File: src/rtl/mcycle_pkg.sv
// Shared definitions for the iterative multiply/divide unit: opcodes,
// FSM state encodings and small opcode-decoding helpers.
package mcycle_pkg;

   localparam logic [2:0] OP_MUL    = 3'b000;
   localparam logic [2:0] OP_MULH   = 3'b001;
   localparam logic [2:0] OP_MULHSU = 3'b010;
   localparam logic [2:0] OP_MULHU  = 3'b011;
   localparam logic [2:0] OP_DIV    = 3'b100;
   localparam logic [2:0] OP_DIVU   = 3'b101;
   localparam logic [2:0] OP_REM    = 3'b110;
   localparam logic [2:0] OP_REMU   = 3'b111;

   localparam logic [1:0] S_IDLE = 2'd0;
   localparam logic [1:0] S_CALC = 2'd1;
   localparam logic [1:0] S_FIX  = 2'd2;

   // All divide/remainder opcodes have bit 2 set.
   function automatic logic is_div(input logic [2:0] op);
      return op[2];
   endfunction

   // Operand1 is treated as signed for MUL, MULH, MULHSU, DIV and REM.
   function automatic logic op1_signed(input logic [2:0] op);
      return (op == OP_MUL) || (op == OP_MULH) || (op == OP_MULHSU) ||
             (op == OP_DIV) || (op == OP_REM);
   endfunction

   // Operand2 is treated as signed for MUL, MULH, DIV and REM.
   function automatic logic op2_signed(input logic [2:0] op);
      return (op == OP_MUL) || (op == OP_MULH) ||
             (op == OP_DIV) || (op == OP_REM);
   endfunction

endpackage

File: src/rtl/mcycle_divstep.sv
// One restoring-division step: trial-subtract the divisor from the shifted
// partial remainder and keep the difference only if it did not go negative.
module mcycle_divstep
   import mcycle_pkg::*;
#(
   parameter int WIDTH = 32
) (
   input  logic [WIDTH:0]   rem_i,
   input  logic [WIDTH-1:0] div_i,
   output logic [WIDTH-1:0] rem_o,
   output logic             q_o
);

   logic [WIDTH:0] diff;

   // rem_i < 2*divisor always holds, so the sign of the (WIDTH+1)-bit
   // difference decides the quotient bit and the kept remainder fits WIDTH bits.
   assign diff  = rem_i - {1'b0, div_i};
   assign q_o   = ~diff[WIDTH];
   assign rem_o = q_o ? diff[WIDTH-1:0] : rem_i[WIDTH-1:0];

endmodule

File: src/rtl/mcycle_iter.sv
// Iterative multiply/divide unit: shift-add multiply (MUL_STEP bits/cycle)
// and restoring divide (1 bit/cycle) on operand magnitudes, with sign
// correction in a final FIX cycle. Both halves of the result are always written.
module mcycle_iter
   import mcycle_pkg::*;
#(
   parameter int WIDTH    = 32,
   parameter int MUL_STEP = 2
) (
   input  logic             CLK,
   input  logic             RESET,
   input  logic             Start,
   input  logic             Abort,
   input  logic [2:0]       MCycleOp,
   input  logic [WIDTH-1:0] Operand1,
   input  logic [WIDTH-1:0] Operand2,
   output logic [WIDTH-1:0] Result1,
   output logic [WIDTH-1:0] Result2,
   output logic             Busy,
   output logic             Done
);

   localparam int CNT_W = $clog2(WIDTH + 1);
   localparam logic [CNT_W-1:0] LAST_MUL = CNT_W'(WIDTH / MUL_STEP - 1);
   localparam logic [CNT_W-1:0] LAST_DIV = CNT_W'(WIDTH - 1);

   logic [1:0]         state_q, state_d;
   logic [CNT_W-1:0]   cnt_q, cnt_d;
   logic               done_q, done_d;
   logic [WIDTH-1:0]   res1_q, res1_d, res2_q, res2_d;
   // Shared accumulator: multiply {partial product, remaining multiplier};
   // divide {partial remainder, remaining dividend / quotient bits}.
   logic [2*WIDTH-1:0] acc_q, acc_d;
   logic [WIDTH-1:0]   opnd_q, opnd_d;      // multiplicand or divisor magnitude
   logic               div_q, div_d;
   logic               neg_lo_q, neg_lo_d;  // negate product / quotient
   logic               neg_hi_q, neg_hi_d;  // negate remainder

   // Conditional two's-complement negation used by the sign-fix step.
   function automatic logic [WIDTH-1:0] cneg_w(input logic [WIDTH-1:0] v, input logic n);
      return n ? -v : v;
   endfunction

   function automatic logic [2*WIDTH-1:0] cneg_2w(input logic [2*WIDTH-1:0] v, input logic n);
      return n ? -v : v;
   endfunction

   // Start-cycle operand decode: signs, magnitudes and the two special cases.
   logic             s1, s2, div0, ovf;
   logic [WIDTH-1:0] mag1, mag2;
   assign s1   = op1_signed(MCycleOp) & Operand1[WIDTH-1];
   assign s2   = op2_signed(MCycleOp) & Operand2[WIDTH-1];
   assign mag1 = cneg_w(Operand1, s1);
   assign mag2 = cneg_w(Operand2, s2);
   assign div0 = is_div(MCycleOp) && (Operand2 == '0);
   assign ovf  = is_div(MCycleOp) && op2_signed(MCycleOp) &&
                 (Operand1 == {1'b1, {(WIDTH-1){1'b0}}}) && (Operand2 == '1);

   // Multiply step: add multiplicand times the low MUL_STEP multiplier bits
   // to the upper half, then shift the whole accumulator right by MUL_STEP.
   logic [WIDTH+MUL_STEP-1:0] pp, msum;
   logic [2*WIDTH-1:0]        mul_next;
   always_comb begin
      pp = '0;
      for (int i = 0; i < MUL_STEP; i++) begin
         if (acc_q[i]) pp = pp + ({{MUL_STEP{1'b0}}, opnd_q} << i);
      end
      msum = {{MUL_STEP{1'b0}}, acc_q[2*WIDTH-1:WIDTH]} + pp;
   end
   assign mul_next = {msum, acc_q[WIDTH-1:MUL_STEP]};

   // Divide step: shift the next dividend bit into the partial remainder.
   logic [WIDTH-1:0]   rem_nx;
   logic               qbit;
   logic [2*WIDTH-1:0] div_next;
   mcycle_divstep #(.WIDTH(WIDTH)) u_divstep (
      .rem_i (({acc_q[2*WIDTH-1:WIDTH], acc_q[WIDTH-1]})),
      .div_i (opnd_q),
      .rem_o (rem_nx),
      .q_o   (qbit)
   );
   assign div_next = {rem_nx, acc_q[WIDTH-2:0], qbit};

   // Next-state logic: Abort wins over everything and leaves results untouched.
   always_comb begin
      state_d  = state_q;
      cnt_d    = cnt_q;
      done_d   = 1'b0;
      res1_d   = res1_q;
      res2_d   = res2_q;
      acc_d    = acc_q;
      opnd_d   = opnd_q;
      div_d    = div_q;
      neg_lo_d = neg_lo_q;
      neg_hi_d = neg_hi_q;
      if (Abort) begin
         state_d = S_IDLE;
      end else begin
         case (state_q)
            S_IDLE: begin
               if (Start) begin
                  div_d    = is_div(MCycleOp);
                  cnt_d    = '0;
                  neg_lo_d = s1 ^ s2;
                  neg_hi_d = s1;
                  if (div0) begin
                     // Final values preloaded; FIX passes them through.
                     acc_d    = {Operand1, {WIDTH{1'b1}}};
                     neg_lo_d = 1'b0;
                     neg_hi_d = 1'b0;
                     state_d  = S_FIX;
                  end else if (ovf) begin
                     acc_d    = {{WIDTH{1'b0}}, Operand1};
                     neg_lo_d = 1'b0;
                     neg_hi_d = 1'b0;
                     state_d  = S_FIX;
                  end else if (is_div(MCycleOp)) begin
                     acc_d   = {{WIDTH{1'b0}}, mag1};
                     opnd_d  = mag2;
                     state_d = S_CALC;
                  end else begin
                     acc_d   = {{WIDTH{1'b0}}, mag2};
                     opnd_d  = mag1;
                     state_d = S_CALC;
                  end
               end
            end
            S_CALC: begin
               acc_d = div_q ? div_next : mul_next;
               cnt_d = cnt_q + CNT_W'(1);
               if (cnt_q == (div_q ? LAST_DIV : LAST_MUL)) state_d = S_FIX;
            end
            S_FIX: begin
               if (div_q) begin
                  res1_d = cneg_w(acc_q[WIDTH-1:0], neg_lo_q);
                  res2_d = cneg_w(acc_q[2*WIDTH-1:WIDTH], neg_hi_q);
               end else begin
                  {res2_d, res1_d} = cneg_2w(acc_q, neg_lo_q);
               end
               done_d  = 1'b1;
               state_d = S_IDLE;
            end
            default: state_d = S_IDLE;
         endcase
      end
   end

   // Control and visible outputs: asynchronously cleared by RESET.
   always_ff @(posedge CLK or posedge RESET) begin
      if (RESET) begin
         state_q <= S_IDLE;
         cnt_q   <= '0;
         done_q  <= 1'b0;
         res1_q  <= '0;
         res2_q  <= '0;
      end else begin
         state_q <= state_d;
         cnt_q   <= cnt_d;
         done_q  <= done_d;
         res1_q  <= res1_d;
         res2_q  <= res2_d;
      end
   end

   // Datapath registers: always reloaded at Start, so no reset needed.
   always_ff @(posedge CLK) begin
      acc_q    <= acc_d;
      opnd_q   <= opnd_d;
      div_q    <= div_d;
      neg_lo_q <= neg_lo_d;
      neg_hi_q <= neg_hi_d;
   end

   assign Result1 = res1_q;
   assign Result2 = res2_q;
   assign Done    = done_q;
   assign Busy    = ~RESET & ((state_q == S_IDLE) ? (Start & ~Abort) : 1'b1);

endmodule

File: config.mk
export PLATFORM = sky130hd
export DESIGN_NAME = mcycle_iter
export DESIGN_NICKNAME = d
export VERILOG_FILES = /design/src/rtl/mcycle_pkg.sv /design/src/rtl/mcycle_divstep.sv /design/src/rtl/mcycle_iter.sv
export SDC_FILE = /design/constraint.sdc
export NUM_CORES = 1
export LEC_CHECK = 0
export BUFFER_PORTS_ARGS = -buffer_cell sky130_fd_sc_hd__buf_4
export CORE_UTILIZATION = 41
export CTS_BUF_LIST = sky130_fd_sc_hd__clkbuf_8
export DETAILED_ROUTE_END_ITERATION = 10
export MAX_ROUTING_LAYER = met4
export PLACE_DENSITY_LB_ADDON = 0.2
export SLEW_MARGIN = 15
export SYNTH_ARGS = -nofsm -noshare
export SYNTH_HDL_FRONTEND = slang
export SYNTH_SLANG_ARGS = --single-unit
File: constraint.sdc
create_clock -name CLK -period 5.4 [get_ports CLK]
set_input_delay 1.08 -clock CLK [delete_from_list [all_inputs] [get_ports CLK]]
set_output_delay 1.08 -clock CLK [all_outputs]
set_load 0.02 [all_outputs]
==> metrics.txt, run 1 <==
# TYPE chip_impl_metric gauge
chip_impl_info{name="synth_top_family_by_area",value="compound AO/OA/AOI/OAI gates"} 1
chip_impl_metric{name="internal_power",unit="mW"} 2.792
chip_impl_metric{name="ctsHoldBuffers",unit=""} 0
chip_impl_metric{name="worst-r2r-setup-slack",unit="ns"} 0.21
chip_impl_metric{name="cts_buffers",unit=""} 17
chip_impl_metric{name="critical_path.max_stage_delay",unit="ns"} 0.42
chip_impl_metric{name="die_height",unit="um"} 200.1
chip_impl_metric{name="synth.cell_area",unit="um^2"} 16090
chip_impl_metric{name="synth.mux.area_fraction",unit="%"} 5.483
chip_impl_metric{name="gate_power_share",unit="%"} 45.9
chip_impl_metric{name="setup_total_negative_slack",unit="ns"} 0
chip_impl_metric{name="r2r.worst_path.cells",unit=""} 25
chip_impl_metric{name="grt_total_usage",unit="%"} 29.30
chip_impl_metric{name="ys_warn_count",unit=""} 0
chip_impl_info{name="criticalPathCategory",value="flip-flop to flip-flop"} 1
chip_impl_metric{name="p_seq_share",unit="%"} 34.8
chip_impl_info{name="critical_path.endpoint_type",value="flip-flop"} 1
chip_impl_metric{name="total_nets_after_synthesis",unit=""} 2099
chip_impl_metric{name="setup_viol",unit=""} 0
chip_impl_info{name="grt_setup_unrepaired",value="yes"} 1
chip_impl_metric{name="drt-vias-per-instance",unit=""} 5.974
chip_impl_metric{name="crit_arrival",unit="ns"} 5.52
chip_impl_metric{name="detail_route.iter0.violations",unit=""} 1427
chip_impl_info{name="worst_path_max_delay_cell",value="sky130_fd_sc_hd__edfxtp_1"} 1
chip_impl_metric{name="cell_pwr_density",unit="nW/um^2"} 259.2
chip_impl_info{name="crit_path_end",value="acc_q[61]$_DFFE_PP_"} 1
chip_impl_metric{name="dr_total_vias",unit=""} 15510
chip_impl_metric{name="cts_max_level",unit=""} 4
chip_impl_info{name="critPathTopFamily",value="compound AO/OA/AOI/OAI gates"} 1
chip_impl_metric{name="cp.buffers_inverters",unit=""} 3
chip_impl_metric{name="num-fill-cells",unit=""} 3785
chip_impl_metric{name="finalClockSkew",unit="ns"} 0.01421
chip_impl_info{name="dominantRegCellSynth",value="sky130_fd_sc_hd__edfxtp_1"} 1
chip_impl_info{name="setup.worst_path.start",value="acc_q[0]$_DFFE_PP_"} 1
chip_impl_metric{name="coreArea",unit="um^2"} 38650
chip_impl_metric{name="share_of_the_synthesized_netlist_area_taken_by_xor_and_xnor_gates",unit="%"} 10.67
chip_impl_metric{name="via_count_of_the_first_global_routing_pass",unit=""} 14570
chip_impl_metric{name="final_min_period_over_clock_period",unit="%"} 96.07
chip_impl_info{name="path_common_cell",value="sky130_fd_sc_hd__a21o_1"} 1
chip_impl_metric{name="synth_compound_gate_area_share",unit="%"} 24.85
chip_impl_metric{name="p_sw_share",unit="%"} 41.88
chip_impl_metric{name="floorplan.initialDensity",unit="%"} 41.63
chip_impl_metric{name="critical_path_cell_count",unit=""} 25
chip_impl_metric{name="p_sw",unit="mW"} 2.012
chip_impl_metric{name="post_synth.cell_area_avg",unit="um^2"} 8.340
chip_impl_metric{name="finalNetCount",unit=""} 2235
chip_impl_metric{name="num_io_pins",unit=""} 137
chip_impl_metric{name="maximum_clock_insertion_buffer_count",unit=""} 2
chip_impl_metric{name="grt_antenna_before_repair",unit=""} 0
chip_impl_metric{name="die_w",unit="um"} 200.1
chip_impl_metric{name="antenna_cells_inserted",unit=""} 0
chip_impl_metric{name="asyncSetResetFlopFracSynth",unit="%"} 42.44
chip_impl_metric{name="std_cell_rows",unit=""} 72
chip_impl_metric{name="final_core_utilization",unit="%"} 47.96
chip_impl_metric{name="synth_enable_flop_cells",unit=""} 99
chip_impl_metric{name="maximum_resistive_drop_on_vdd",unit="mV"} 0.1886
chip_impl_info{name="crit-reg2reg-launch",value="acc_q[0]$_DFFE_PP_"} 1
chip_impl_metric{name="post_synth_fa_ha_maj_area_fraction",unit="%"} 7.902
chip_impl_metric{name="wl_per_cell",unit="um"} 21.74
chip_impl_metric{name="overflow",unit=""} 0
chip_impl_metric{name="syn2layout_area_growth",unit="%"} 15.21
chip_impl_info{name="startpoint_type",value="flip-flop"} 1
chip_impl_metric{name="max-cap-violations",unit=""} 0
chip_impl_info{name="reg2reg_to",value="acc_q[61]$_DFFE_PP_"} 1
chip_impl_metric{name="timing.max_slew.rel_slack",unit="%"} 20.62
chip_impl_metric{name="post_dp_cell_area",unit="um^2"} 17940
chip_impl_info{name="cts_tree",value="done"} 1
chip_impl_metric{name="largest_net_degree_at_the_start_of_global_routing",unit=""} 74
chip_impl_metric{name="routed_wl",unit="mm"} 56.43
chip_impl_info{name="min-delay-path-class",value="flip-flop to flip-flop"} 1
chip_impl_metric{name="netlist-cell-type-count",unit=""} 85
chip_impl_metric{name="final_area",unit="um^2"} 18540
chip_impl_metric{name="layout-drive-gt1-share",unit="%"} 16.07
chip_impl_metric{name="crit_fanout",unit=""} 15
chip_impl_metric{name="clk_pin_slew",unit="ns"} 0.11
chip_impl_metric{name="final_hold_vios",unit=""} 0
chip_impl_metric{name="worst_skew_pair.late_latency",unit="ns"} 0.51
chip_impl_metric{name="cp_data_required_time",unit="ns"} 5.73
chip_impl_metric{name="synthSimpleGateAreaFrac",unit="%"} 17.34
chip_impl_metric{name="port-buffer-count",unit=""} 136
chip_impl_metric{name="wire_length_of_the_first_global_routing_pass",unit="mm"} 85.22
chip_impl_metric{name="timing_max_transition_violations_final",unit=""} 0
chip_impl_metric{name="place_congestion",unit=""} 1.017
chip_impl_info{name="outcome",value="finished, final reports clean"} 1
chip_impl_metric{name="ys_ff_latch",unit=""} 172
chip_impl_metric{name="max_slew.worst_pin.slew",unit="ns"} 1.188
chip_impl_metric{name="totalPowerFinal",unit="mW"} 4.804
chip_impl_metric{name="detail-route-antenna-nets",unit=""} 0
chip_impl_info{name="cts_root_buf",value="sky130_fd_sc_hd__clkbuf_8"} 1
chip_impl_metric{name="post_synth_inst_count",unit=""} 1929
chip_impl_metric{name="drc_errors",unit=""} 0
chip_impl_metric{name="static-leakage-power",unit="nW"} 7.858
chip_impl_metric{name="numClockSinks",unit=""} 172
chip_impl_metric{name="fp.dieArea",unit="um^2"} 40030
chip_impl_metric{name="final.min_clock_period",unit="ns"} 5.188
chip_impl_metric{name="count_of_tritonroute_iterations_in_the_first_routing_pass",unit=""} 6
chip_impl_metric{name="detailed_place_hpwl",unit="mm"} 44.44
chip_impl_metric{name="synth_seq_area_share",unit="%"} 29.83
chip_impl_metric{name="fmax",unit="MHz"} 192.8
chip_impl_metric{name="power.clock.fraction",unit="%"} 19.4
==> logic make-up (layout without fill, tap and decap cells) <==
group,count (synthesis),count (layout)
mux,85,85
flops,172,172
compound gates,632,632
buf+inv,165,314
simple gates,579,579
xor+xnor,196,196
fa+ha+maj,100,100
==> worst min-delay path by stage <==
stage	cells past startpoint	slack, ns	from	end
floorplan	1	0.47	state_q[1]$_DFFE_PP0P_	state_q[1]$_DFFE_PP0P_
global placement	2	0.46	Result2[3]$_DFFE_PP0P_	Result2[3]$_DFFE_PP0P_
detailed placement	2	0.47	Result2[4]$_DFFE_PP0P_	Result2[4]$_DFFE_PP0P_
CTS	2	0.50	Result2[25]$_DFFE_PP0P_	Result2[25]$_DFFE_PP0P_
global route	2	0.52	Result2[25]$_DFFE_PP0P_	Result2[25]$_DFFE_PP0P_
finish	2	0.49	Result2[25]$_DFFE_PP0P_	Result2[25]$_DFFE_PP0P_
==> through the flow <==
step / hold slack [ns] / setup WS, ns / instances
2_1_floorplan: 0.4741 / 0.03890 / 1929
3_3_place_gp: 0.4635 / -0.06646 / 2560
3_5_place_dp: 0.4715 / -0.2384 / 2560
4_1_cts: 0.4969 / -0.08139 / 2592
5_1_grt: 0.5234 / -0.03378 / 2596
6_report: 0.4903 / 0.2124 / 2596
==> placed cells by master (no fill, tap or decap), types with 70 or more instances in the layout <==
master | Yosys | final
sky130_fd_sc_hd__nor2_1 | 151 | 146
sky130_fd_sc_hd__buf_4 | 2 | 205
sky130_fd_sc_hd__o21ai_0 | 182 | 173
sky130_fd_sc_hd__dfrtp_1 | 73 | 73
sky130_fd_sc_hd__inv_1 | 72 | 70
sky130_fd_sc_hd__nand2_1 | 185 | 184
sky130_fd_sc_hd__a21oi_1 | 165 | 161
sky130_fd_sc_hd__ha_1 | 96 | 94
sky130_fd_sc_hd__xor2_1 | 97 | 97
sky130_fd_sc_hd__xnor2_1 | 99 | 99
sky130_fd_sc_hd__edfxtp_1 | 99 | 99
==> worst reg2reg max path, stage by stage (launching register included) <==
cell and delay [ns]:
sky130_fd_sc_hd__edfxtp_1 0.42, sky130_fd_sc_hd__clkinv_2 0.10, sky130_fd_sc_hd__buf_6 0.18, sky130_fd_sc_hd__nor2_2 0.07
sky130_fd_sc_hd__ha_1 0.31, sky130_fd_sc_hd__a21o_1 0.22, sky130_fd_sc_hd__a211o_1 0.27, sky130_fd_sc_hd__nand4_1 0.09
sky130_fd_sc_hd__a21o_1 0.15, sky130_fd_sc_hd__a211oi_1 0.09, sky130_fd_sc_hd__buf_4 0.16, sky130_fd_sc_hd__o21a_1 0.17
sky130_fd_sc_hd__nor2_1 0.12, sky130_fd_sc_hd__xnor2_1 0.07, sky130_fd_sc_hd__mux2_2 0.27, sky130_fd_sc_hd__ha_1 0.29
sky130_fd_sc_hd__a21o_1 0.18, sky130_fd_sc_hd__a221o_1 0.36, sky130_fd_sc_hd__a21oi_2 0.14, sky130_fd_sc_hd__o21ai_2 0.08
sky130_fd_sc_hd__nor3_4 0.26, sky130_fd_sc_hd__o21ai_2 0.11, sky130_fd_sc_hd__o311a_1 0.30, sky130_fd_sc_hd__a211o_1 0.26
sky130_fd_sc_hd__a21boi_1 0.13, sky130_fd_sc_hd__a311oi_1 0.24
==> cells in the mapped netlist (22+ instances only) <==
cell type                  number  area [um^2]
sky130_fd_sc_hd__nand2_1      185        694.4
sky130_fd_sc_hd__o21ai_0      182        910.9
sky130_fd_sc_hd__a21oi_1      165        825.8
sky130_fd_sc_hd__nor2_1       151        566.8
sky130_fd_sc_hd__edfxtp_1      99         2973
sky130_fd_sc_hd__xnor2_1       99        867.1
sky130_fd_sc_hd__xor2_1        97        849.6
sky130_fd_sc_hd__ha_1          96         1201
sky130_fd_sc_hd__clkbuf_1      78        292.8
sky130_fd_sc_hd__dfrtp_1       73         1827
sky130_fd_sc_hd__inv_1         72        270.3
sky130_fd_sc_hd__mux2i_1       60        600.6
sky130_fd_sc_hd__nor3_1        44        220.2
sky130_fd_sc_hd__a21o_1        40        300.3
sky130_fd_sc_hd__a211oi_1      32        240.2
sky130_fd_sc_hd__nor2b_1       32        200.2
sky130_fd_sc_hd__o31ai_1       30        225.2
sky130_fd_sc_hd__nand2b_1      27        168.9
sky130_fd_sc_hd__a22oi_1       26        195.2
sky130_fd_sc_hd__mux2_2        25        281.5
sky130_fd_sc_hd__nand4_1       22        137.6
==> routing by layer <==
metal	share of wire (%)	track usage, %	wire length, um	vias to the layer above
met2	46	45.82	26210	586
met1	44	38.79	24620	7449
met5	0	-	0	-
met4	3.3	10.23	1883	0
met3	6.6	3.931	3727	76
li1	-	-	-	7397
==> layout make-up <==
type,instances,area [um^2],share of cell area (%)
multi-input cells,1592,10850,58.54
flip-flops and latches,172,4800,25.89
repair buffers,207,1570,8.472
well taps,518,648.1,3.497
inverters,75,282.8,1.526
clock buffers,17,234.0,1.262
clock inverters,15,150.1,0.8100
==> flip-flops by register name, summed over array words and instances (netlist names), 2 cells and up <==
name	flops
opnd_q	32
Result1	32
acc_q	64
state_q	2
cnt_q	6
Result2	32
==> power by group through the flow <==
| stage | registers [mW] | logic [mW] | clock network [mW] |
|---|---|---|---|
| global route | 1.68 | 2.41 | 0.995 |
| floorplan | 1.63 | 1.51 | 0 |
| finish | 1.67 | 2.20 | 0.931 |
| detailed placement | 1.69 | 2.11 | 0 |
| global placement | 1.69 | 2.10 | 0 |
| CTS | 1.66 | 2.13 | 0.945 |
==> what timing repair did <==
| action | 4_1_cts | 5_1_grt |
|---|---|---|
| pin swaps | 1 | 20 |
| setup buffers | 0 | 5 |
| resized for setup | 5 | 40 |
| setup endpoints to repair | 4 | 11 |
No activity file was read; power rests on OpenSTA's default activity.
==> run 2, diff against run 1 <==
--- a/config.mk
+++ b/config.mk
@@ -7,7 +7,6 @@
 export LEC_CHECK = 0
 export BUFFER_PORTS_ARGS = -buffer_cell sky130_fd_sc_hd__buf_4
 export CORE_UTILIZATION = 41
-export CTS_BUF_LIST = sky130_fd_sc_hd__clkbuf_8
 export DETAILED_ROUTE_END_ITERATION = 10
 export MAX_ROUTING_LAYER = met4
 export PLACE_DENSITY_LB_ADDON = 0.2
==> run 2 against run 1 <==
Net effect:
- hold slack worse by 0.0063 ns
- fmax is 0.93% lower
- first-iteration DRC count increased by 7.3%
- register-to-register slack lost 0.05 ns
- critical path type unchanged
- global-route usage grew 0.19 points
- total power up 6.9%
- critical path depth is 1 lower
- final cell count about the same
- clock skew is 0.00094 ns lower
- core utilization up 0.66 points
- largest cell class unchanged
- sequential share of layout area down 0.35 points
==> metrics.txt, run 2 (synthesis results as in run 1) <==
# TYPE chip_impl_metric gauge
chip_impl_metric{name="worst-r2r-setup-slack",unit="ns"} 0.16
chip_impl_metric{name="grt_total_usage",unit="%"} 29.49
chip_impl_metric{name="via_count_of_the_first_global_routing_pass",unit=""} 14680
chip_impl_metric{name="drc_errors",unit=""} 0
chip_impl_metric{name="cell_pwr_density",unit="nW/um^2"} 273.3
chip_impl_info{name="worst_hold_path_startpoint",value="Result2[25]$_DFFE_PP0P_"} 1
chip_impl_metric{name="crit_arrival",unit="ns"} 5.52
chip_impl_metric{name="wl_per_cell",unit="um"} 21.90
chip_impl_metric{name="final_min_period_over_clock_period",unit="%"} 96.97
chip_impl_metric{name="finalClockSkew",unit="ns"} 0.01328
chip_impl_metric{name="final_hold_vios",unit=""} 0
chip_impl_metric{name="numClockSinks",unit=""} 172
chip_impl_metric{name="cp_data_required_time",unit="ns"} 5.68
chip_impl_info{name="startpoint_type",value="flip-flop"} 1
chip_impl_metric{name="setup_viol",unit=""} 0
chip_impl_metric{name="clk_pin_slew",unit="ns"} 0.07
chip_impl_metric{name="worst_skew_pair.late_latency",unit="ns"} 0.46
chip_impl_metric{name="count_of_tritonroute_iterations_in_the_first_routing_pass",unit=""} 5
chip_impl_metric{name="wire_length_of_the_first_global_routing_pass",unit="mm"} 85.72
chip_impl_info{name="final_cell_mix",value="205 x sky130_fd_sc_hd__buf_4, 184 x sky130_fd_sc_hd__nand2_1, 173 x sky130_fd_sc_hd__o21ai_0"} 1
chip_impl_metric{name="port-buffer-count",unit=""} 136
chip_impl_metric{name="antenna_cells_inserted",unit=""} 0
chip_impl_metric{name="worst_hold_path.num_cells",unit=""} 2
chip_impl_metric{name="floorplan.initialDensity",unit="%"} 41.63
chip_impl_info{name="min-delay-path-class",value="flip-flop to flip-flop"} 1
chip_impl_metric{name="die_w",unit="um"} 200.1
chip_impl_metric{name="timing.max_slew.rel_slack",unit="%"} 19.96
chip_impl_info{name="cts_root_buf",value="sky130_fd_sc_hd__clkbuf_16"} 1
chip_impl_metric{name="grt_antenna_before_repair",unit=""} 0
chip_impl_metric{name="coreArea",unit="um^2"} 38650
chip_impl_metric{name="die_height",unit="um"} 200.1
chip_impl_metric{name="fp.dieArea",unit="um^2"} 40030
chip_impl_metric{name="drt-vias-per-instance",unit=""} 6.008
chip_impl_metric{name="final_area",unit="um^2"} 18790
chip_impl_info{name="reg2reg_to",value="acc_q[61]$_DFFE_PP_"} 1
chip_impl_metric{name="num_io_pins",unit=""} 137
chip_impl_metric{name="dr_total_vias",unit=""} 15600
chip_impl_metric{name="routed_wl",unit="mm"} 56.86
chip_impl_metric{name="overflow",unit=""} 0
chip_impl_metric{name="timing_max_transition_violations_final",unit=""} 0
chip_impl_metric{name="r2r.worst_path.cells",unit=""} 24
chip_impl_info{name="outcome",value="finished, final reports clean"} 1
chip_impl_metric{name="detail_route.iter0.violations",unit=""} 1531
chip_impl_metric{name="maximum_resistive_drop_on_vdd",unit="mV"} 0.2652
chip_impl_info{name="critical_path.endpoint_type",value="flip-flop"} 1
chip_impl_metric{name="layout-drive-gt1-share",unit="%"} 16.40
chip_impl_metric{name="maximum_clock_insertion_buffer_count",unit=""} 2
chip_impl_metric{name="cts_max_level",unit=""} 4
chip_impl_metric{name="largest_net_degree_at_the_start_of_global_routing",unit=""} 74
chip_impl_info{name="grt_setup_unrepaired",value="yes"} 1
chip_impl_info{name="criticalPathCategory",value="flip-flop to flip-flop"} 1
chip_impl_metric{name="static-leakage-power",unit="nW"} 7.961
chip_impl_metric{name="fmax",unit="MHz"} 191.0
chip_impl_metric{name="finalNetCount",unit=""} 2236
chip_impl_metric{name="syn2layout_area_growth",unit="%"} 16.79
chip_impl_metric{name="std_cell_rows",unit=""} 72
chip_impl_info{name="cts_tree",value="done"} 1
chip_impl_metric{name="cts_buffers",unit=""} 17
chip_impl_metric{name="crit_fanout",unit=""} 4
chip_impl_info{name="final_common_cell",value="sky130_fd_sc_hd__buf_4"} 1
chip_impl_metric{name="largest_register_ff_count",unit=""} 64
chip_impl_metric{name="max_slew.worst_pin.slew",unit="ns"} 1.198
chip_impl_metric{name="post_dp_cell_area",unit="um^2"} 17940
chip_impl_info{name="crit-reg2reg-launch",value="acc_q[0]$_DFFE_PP_"} 1
chip_impl_info{name="largest_register_by_flop_count",value="acc_q"} 1
chip_impl_metric{name="detailed_place_hpwl",unit="mm"} 44.44
chip_impl_metric{name="final.min_clock_period",unit="ns"} 5.236
chip_impl_info{name="min_to",value="Result2[25]$_DFFE_PP0P_"} 1
chip_impl_metric{name="ctsHoldBuffers",unit=""} 0
chip_impl_metric{name="place_congestion",unit=""} 1.017
chip_impl_metric{name="max-cap-violations",unit=""} 0
chip_impl_metric{name="detail-route-antenna-nets",unit=""} 0
chip_impl_metric{name="whs",unit="ns"} 0.4840
==> run 2: cell type report <==
| class | instances | area (um^2) |
|---|---|---|
| flip-flops and latches | 172 | 4800 |
| well taps | 518 | 648.1 |
| multi-input cells | 1592 | 10890 |
| inverters | 75 | 284.0 |
| clock inverters | 15 | 150.1 |
| repair buffers | 208 | 1590 |
| fillers | 3760 | 19860 |
| clock buffers | 17 | 425.4 |
==> run 2: worst max-delay path: stages (launching register included) <==
cell,delay (ns)
sky130_fd_sc_hd__edfxtp_1,0.44
sky130_fd_sc_hd__inv_4,0.13
sky130_fd_sc_hd__nor2_4,0.05
sky130_fd_sc_hd__ha_4,0.18
sky130_fd_sc_hd__fa_2,0.42
sky130_fd_sc_hd__o211ai_1,0.20
sky130_fd_sc_hd__a31oi_2,0.14
sky130_fd_sc_hd__o211ai_1,0.19
sky130_fd_sc_hd__buf_4,0.17
sky130_fd_sc_hd__a31oi_2,0.12
sky130_fd_sc_hd__a31oi_2,0.24
sky130_fd_sc_hd__o21ai_2,0.10
sky130_fd_sc_hd__xnor2_1,0.13
sky130_fd_sc_hd__mux2_2,0.30
sky130_fd_sc_hd__ha_4,0.23
sky130_fd_sc_hd__and2_4,0.17
sky130_fd_sc_hd__a221o_1,0.35
sky130_fd_sc_hd__a21oi_4,0.14
sky130_fd_sc_hd__o21ai_2,0.08
sky130_fd_sc_hd__nor3_4,0.25
sky130_fd_sc_hd__o21ai_2,0.10
sky130_fd_sc_hd__o311a_1,0.33
sky130_fd_sc_hd__a211o_1,0.22
sky130_fd_sc_hd__a21boi_2,0.15
sky130_fd_sc_hd__a311oi_1,0.24
==> run 2: repair_timing <==
| action | CTS | global route |
|---|---|---|
| resized for setup | 5 | 53 |
| hold endpoints to repair | 0 | 0 |
| pin swaps | 1 | 26 |
| setup buffers | 0 | 6 |
| endpoints found under the setup margin | 4 | 11 |
==> run 2: worst max-delay path by stage <==
stage	startpoint	endpoint	slack, ns	depth (start not counted)
global placement	acc_q[0]$_DFFE_PP_	acc_q[61]$_DFFE_PP_	-0.07	25
floorplan	acc_q[0]$_DFFE_PP_	acc_q[61]$_DFFE_PP_	0.04	26
detailed placement	acc_q[0]$_DFFE_PP_	acc_q[61]$_DFFE_PP_	-0.24	25
finish	acc_q[0]$_DFFE_PP_	acc_q[61]$_DFFE_PP_	0.16	24
CTS	acc_q[0]$_DFFE_PP_	acc_q[61]$_DFFE_PP_	-0.08	23
global route	acc_q[0]$_DFFE_PP_	acc_q[61]$_DFFE_PP_	-0.08	26
==> run 2: layer usage <==
metal / part of all wire, % / wire length (um) / GRT usage [%] / up-vias
li1: - / - / - / 7412
met5: 0 / 0 / - / -
met4: 3.4 / 1952 / 10.38 / 0
met3: 6.8 / 3845 / 4.015 / 91
met2: 47 / 26570 / 46.21 / 619
met1: 43 / 24490 / 38.91 / 7481
==> run 2: power breakdown <==
part	internal (mW)	switching (mW)
registers	1.52	0.148
clock network	0.616	0.625
logic	0.933	1.29
total	3.07	2.06
==> run 2: stage by stage <==
step / total power, mW / cells / setup WS (ns) / utilization (%) / TNS (ns)
after detailed placement: 3.807 / 2560 / -0.2384 / 46.42 / -0.4103
after CTS: 5.060 / 2592 / -0.07851 / 47.96 / -0.07851
after floorplan: 3.142 / 1929 / 0.03890 / - / 0
after global routing: 5.417 / 2597 / -0.07642 / 48.62 / -0.1350
after global placement: 3.789 / 2560 / -0.06646 / 46.42 / -0.06646
final: 5.136 / 2597 / 0.1636 / 48.62 / 0
